<file path="src/rtl/time_seq_ctrl.sv">
// Sequencer for HH:MM:SS BCD digit registers: 1 Hz tick -> inc/clr strobes, plus set-time FSM.
// Strobes registered one cycle after their cause; one busy settle cycle follows each strobe.
module time_seq_ctrl #(
   parameter int REPEAT_CYCLES = 8,
   parameter int TIMEOUT_TICKS = 10
) (
   input  logic       clk,
   input  logic       resetn,
   input  logic       tick,
   input  logic       btn_mode,
   input  logic       btn_up,
   input  logic [3:0] hr_t,
   input  logic [3:0] hr_u,
   input  logic [3:0] mn_t,
   input  logic [3:0] mn_u,
   input  logic [3:0] sc_t,
   input  logic [3:0] sc_u,
   output logic [5:0] inc,
   output logic [5:0] clr,
   output logic [1:0] mode,
   output logic       busy
);

   localparam int RW = (REPEAT_CYCLES > 1) ? $clog2(REPEAT_CYCLES) : 1;
   localparam int TW = $clog2(TIMEOUT_TICKS + 1);

   typedef enum logic [1:0] {RUN = 2'd0, SET_HR = 2'd1, SET_MN = 2'd2} state_t;

   state_t        state_q, state_d;
   logic [5:0]    inc_d, clr_d;
   logic          up_q;
   logic [RW-1:0] rep_q;
   logic [TW-1:0] to_q;
   logic          tick_pend_q;

   logic up_rise, rep_hit, mode_ev, run_tick, set_tick, timeout, step;
   logic [1:0] h_inc, h_clr, m_inc, m_clr, s_inc, s_clr;
   logic       m_carry, s_carry;

   assign mode     = state_q;
   assign up_rise  = btn_up & ~up_q;
   assign rep_hit  = btn_up & up_q & (rep_q == RW'(REPEAT_CYCLES - 1));
   assign mode_ev  = btn_mode & ~busy;
   assign run_tick = (state_q == RUN) & (tick | tick_pend_q) & ~busy;
   assign set_tick = (state_q != RUN) & tick;
   assign timeout  = set_tick & ~btn_mode & ~btn_up & (to_q == TW'(TIMEOUT_TICKS - 1));
   assign step     = (state_q != RUN) & (up_rise | rep_hit) & ~btn_mode & ~busy;

   // Per-field advance decisions, shared by the tick path and the set path
   always_comb begin
      h_inc = 2'b00;
      h_clr = 2'b00;
      if (hr_t == 4'd2 && hr_u >= 4'd3) begin
         h_clr = 2'b11;
      end else if (hr_u >= 4'd9) begin
         h_clr = 2'b01;
         h_inc = 2'b10;
      end else begin
         h_inc = 2'b01;
      end
      m_inc   = 2'b00;
      m_clr   = 2'b00;
      m_carry = 1'b0;
      if (mn_u >= 4'd9) begin
         m_clr[0] = 1'b1;
         if (mn_t >= 4'd5) begin
            m_clr[1] = 1'b1;
            m_carry  = 1'b1;
         end else begin
            m_inc[1] = 1'b1;
         end
      end else begin
         m_inc[0] = 1'b1;
      end
      s_inc   = 2'b00;
      s_clr   = 2'b00;
      s_carry = 1'b0;
      if (sc_u >= 4'd9) begin
         s_clr[0] = 1'b1;
         if (sc_t >= 4'd5) begin
            s_clr[1] = 1'b1;
            s_carry  = 1'b1;
         end else begin
            s_inc[1] = 1'b1;
         end
      end else begin
         s_inc[0] = 1'b1;
      end
   end

   always_ff @(posedge clk or negedge resetn) begin
      if (!resetn) state_q <= RUN;
      else         state_q <= state_d;
   end

   // btn_mode wins over a timeout landing in the same cycle
   always_comb begin
      state_d = state_q;
      if (mode_ev) begin
         case (state_q)
            RUN:     state_d = SET_HR;
            SET_HR:  state_d = SET_MN;
            default: state_d = RUN;
         endcase
      end else if (timeout) begin
         state_d = RUN;
      end
   end

   always_comb begin
      inc_d = 6'b0;
      clr_d = 6'b0;
      if (run_tick) begin
         inc_d[1:0] = s_inc;
         clr_d[1:0] = s_clr;
         if (s_carry) begin
            inc_d[3:2] = m_inc;
            clr_d[3:2] = m_clr;
            if (m_carry) begin
               inc_d[5:4] = h_inc;
               clr_d[5:4] = h_clr;
            end
         end
      end else if (step && state_q == SET_HR) begin
         inc_d[5:4] = h_inc;
         clr_d[5:4] = h_clr;
      end else if (step && state_q == SET_MN) begin
         inc_d[3:2] = m_inc;
         clr_d[3:2] = m_clr;
      end else if (mode_ev && state_q == SET_MN) begin
         clr_d[1:0] = 2'b11;
      end
   end

   always_ff @(posedge clk or negedge resetn) begin
      if (!resetn) begin
         inc         <= 6'b0;
         clr         <= 6'b0;
         busy        <= 1'b0;
         up_q        <= 1'b0;
         rep_q       <= '0;
         to_q        <= '0;
         tick_pend_q <= 1'b0;
      end else begin
         inc  <= inc_d;
         clr  <= clr_d;
         busy <= (|inc) | (|clr);
         up_q <= btn_up;
         if (up_rise || !btn_up || rep_hit) rep_q <= '0;
         else                               rep_q <= rep_q + RW'(1);
         if (state_q == RUN || btn_mode || btn_up) to_q <= '0;
         else if (set_tick)                        to_q <= timeout ? '0 : to_q + TW'(1);
         // a tick landing in the settle cycle is held and served right after
         if (state_q == RUN && tick && busy) tick_pend_q <= 1'b1;
         else if (run_tick)                  tick_pend_q <= 1'b0;
      end
   end

endmodule

</file>
<file path="config.mk">
export PLATFORM = sky130hd
export DESIGN_NAME = time_seq_ctrl
export DESIGN_NICKNAME = d
export VERILOG_FILES = /design/src/rtl/time_seq_ctrl.sv
export SDC_FILE = /design/constraint.sdc
export NUM_CORES = 1
export LEC_CHECK = 0
export CELL_PAD_IN_SITES_DETAIL_PLACEMENT = 0
export CELL_PAD_IN_SITES_GLOBAL_PLACEMENT = 1
export CORE_UTILIZATION = 33
export CTS_BUF_LIST = sky130_fd_sc_hd__clkbuf_8
export DETAILED_ROUTE_END_ITERATION = 16
export PLACE_DENSITY = 0.87
export SYNTH_ARGS = -nofsm -noshare
export SYNTH_HDL_FRONTEND = slang
export SYNTH_SLANG_ARGS = --single-unit
</file>
<file path="constraint.sdc">
create_clock -name clk -period 1.68 [get_ports clk]
set_input_delay 0.252 -clock clk [delete_from_list [all_inputs] [get_ports clk]]
set_output_delay 0.252 -clock clk [all_outputs]
set_load 0.02 [all_outputs]
</file>
==> results.sh <==
export IMPL_synth_cells=106
export IMPL_rsz0062_at_grt="false"
export IMPL_hold_viol=0
export IMPL_dieHeight_um=60.4
export IMPL_status="complete, no violations"
export IMPL_clk_pin_slew_worst_paths_ps=80
export IMPL_tightest_slew_ps=409
export IMPL_fin_skew_ps=3.51
export IMPL_antenna_found_initial=0
export IMPL_p_clk_share_pct=25.9
export IMPL_min_path_type="input port to asynchronous set/reset pin"
export IMPL_place_congestion=0.751
export IMPL_crit_arrival_ps=1360
export IMPL_fin_setup_tns_ps=0
export IMPL_ctsRootBufferMaster="clkbuf_8"
export IMPL_synth_flop_cell="dfrtp_1"
export IMPL_slew_violations=0
export IMPL_r2r_worst_path_cells=5
export IMPL_postLayoutCoreUtil_pct=57.3
export IMPL_cp_num_buf_inv=2
export IMPL_required_ps=1430
export IMPL_reg2reg_from="mode[1]$_DFFE_PN0P_"
export IMPL_yosysMostFrequentCell="dfrtp_1"
export IMPL_p_total_w=0.00194
export IMPL_grt_ovfl_total=0
export IMPL_clkLatencyLatePin_ps=270
export IMPL_cellPowerDensity_mw_per_mm2=1070
export IMPL_synth_edf_count=0
export IMPL_ys_top_cells_by_count="dfrtp_1, nor2_1, nand2_1"
export IMPL_yosys_area_top_type="dfrtp_1"
export IMPL_fin_nets=199
export IMPL_worstSetupPathType="register to output pin"
export IMPL_crit_slowest_cell="clkdlybuf4s50_1"
export IMPL_critPathMaxStageDelay_ps=600
export IMPL_numCtsBuffers=3
export IMPL_synthToLayoutAreaGrowth_pct=60.2
export IMPL_synthesis_nets=139
export IMPL_fmax_ghz=0.619
export IMPL_grt_max_degree=25
export IMPL_end_kind="output pin"
export IMPL_swShare_pct=30.7
export IMPL_drt_total_wl_um=2690
export IMPL_grt_use_total_pct=15.4
export IMPL_cts_max_path_buffers=2
export IMPL_synth_async_reset_ratio_pct=100
export IMPL_path_cells="buf_4 -> clkdlybuf4s50_1"
export IMPL_r2r_slack_ps=90
export IMPL_routedWlPerCell_um=12.9
export IMPL_fill_cells=287
export IMPL_finalCritPeriodShare_pct=96.2
export IMPL_timing_slew_headroom_pct=72.5
export IMPL_initial_utilization_pct=35.8
export IMPL_cap_viol_max_count=0
export IMPL_dieWidth_um=60.4
export IMPL_crit_path_start="mode[0]$_DFFE_PN0P_"
export IMPL_switchingPower_w=0.000596
export IMPL_drt_initial_drc_count=43
export IMPL_syn_area_mm2=0.00113
export IMPL_ys_types=34
export IMPL_p_int_w=0.00134
export IMPL_p_comb_share_pct=36.5
export IMPL_cts_tree="done"
export IMPL_ys_ff_latch=24
export IMPL_yosysTopAreaCellShare_pct=53.3
export IMPL_critPathLaunchType="register"
export IMPL_htree_levels=1
export IMPL_rows=20
export IMPL_io_buffers=43
export IMPL_dieArea_mm2=0.00365
export IMPL_drt_pass1_iterations=4
export IMPL_cpLargestDelayFamily="buffers and inverters"
export IMPL_cellLeakagePower_nw=0.812
export IMPL_core_area_mm2=0.00315
export IMPL_drive_above_1_share_pct=15.8
export IMPL_fin_crit_ps=1620
export IMPL_numClockSinks=24
export IMPL_grt_pass1_vias=1016
export IMPL_ys_top_cells_by_area="dfrtp_1, nor2_1, ha_1"
export IMPL_crit_fanout=5
export IMPL_n_antenna_cell=0
export IMPL_ant_nets=0
export IMPL_seqPwrFrac_pct=37.6
export IMPL_pin_count=44
export IMPL_via_per_inst=4.92
export IMPL_cp_endpoint="mode[0]"
export IMPL_reg2reg_to="inc[5]$_DFF_PN0_"
export IMPL_ir_worst_vdd_v=0.000409
export IMPL_grt_pass1_wl_um=4110
export IMPL_avgSynthCellArea_um2=10.6
export IMPL_remaining_drc_errors=0
export IMPL_crit_cells=2
export IMPL_yosys_warnings=0
export IMPL_vias=1028
export IMPL_setup_viol=0
export IMPL_yosysSeqAreaShare_pct=53.3
export IMPL_dp_hpwl_um=2210
per-stage QoR:
stage | instance area [um2] | hold slack (ps) | worst slack, ps | std cells
3_5_place_dp | 1700 | 430 | -234 | 204
4_1_cts | 1770 | 346 | 35.4 | 208
6_report | 1810 | 331 | 63.6 | 209
2_1_floorplan | 1130 | -43.6 | 65.7 | 106
3_3_place_gp | 1700 | 426 | -178 | 204
5_1_grt | 1810 | 368 | 0.554 | 209
worst reg2reg max path, delay by kind of cell (launching register included):
kind                   cells  cell delay (ps)
AND/OR/NAND/NOR            2              620
AO/OA/AOI/OAI              2              300
flip-flops                 1              390
buffers and inverters      1              190
power groups by stage:
stage / Clock (W) / Combinational [W] / Sequential (W)
after global routing: 0.000525 / 0.000774 / 0.000744
after CTS: 0.000505 / 0.000704 / 0.000731
final: 0.000503 / 0.000708 / 0.000730
after floorplan: 0 / 0.000247 / 0.000830
after global placement: 0 / 0.000682 / 0.000738
after detailed placement: 0 / 0.000699 / 0.000742
worst min-delay path by stage:
stage / start / end / slack (ps) / depth (start not counted)
final: resetn / to_q[0]$_DFFE_PN0P_ / 330 / 2
after detailed placement: rep_q[0]$_DFF_PN0_ / rep_q[0]$_DFF_PN0_ / 430 / 1
after global placement: rep_q[0]$_DFF_PN0_ / rep_q[0]$_DFF_PN0_ / 430 / 1
after floorplan: resetn / busy$_DFF_PN0_ / -40 / 0
after global routing: resetn / to_q[1]$_DFFE_PN0P_ / 370 / 2
after CTS: resetn / to_q[0]$_DFFE_PN0P_ / 350 / 2
registers in the layout, indices dropped and copies added (netlist names):
name	count
clr	6
to_q	4
mode	2
tick_pend_q	1
up_q	1
inc	6
rep_q	3
busy	1
metal layers:
layer | track usage (%) | vias up | part of all wire [%]
met4 | 7.79 | 0 | 2.3
met3 | 2.35 | 7 | 3.3
met2 | 27.9 | 26 | 53
li1 | - | 499 | -
met1 | 17.6 | 496 | 42
met5 | 0 | - | 0
cell families after synthesis:
family | Yosys count | synth area share (%)
adder cells (fa/ha/maj) | 4 | 4.44
AND/OR/NAND/NOR | 51 | 25.3
flip-flops | 24 | 53.3
multiplexers | 2 | 1.78
AO/OA/AOI/OAI | 20 | 13.4
buffers and inverters | 5 | 1.77
cell type report:
type	count	area [um2]	share of cell area [%]
Inverter	4	15.0	0.832
Clock buffer	3	41.3	2.29
Clock inverter	1	30.0	1.66
Multi-Input combinational cell	77	533	29.5
Tap cell	44	55.1	3.05
Timing Repair Buffer	56	531	29.4
Sequential cell	24	601	33.3
layout by cell type, fill, tap and decap left out, drive strengths merged, types with 3 or more instances in the layout:
cell type	count
clkbuf	3
a211oi	3
o21ai	6
nor3	4
buf	13
nor2	17
nor4	3
or3	3
clkdlybuf4s50	42
dfrtp	24
nand2b	3
a21oi	3
ha	4
inv	4
nand2	7
what timing repair did:
action | CTS | global route
endpoints found under the setup margin | 1 | 5
setup buffers | 0 | 1
resized for setup | 1 | 5
hold buffers | 0 | 0
pin swaps | 0 | 0
endpoints found under the hold margin | 0 | 0
Note: power is estimated with default switching activity, not from simulation.
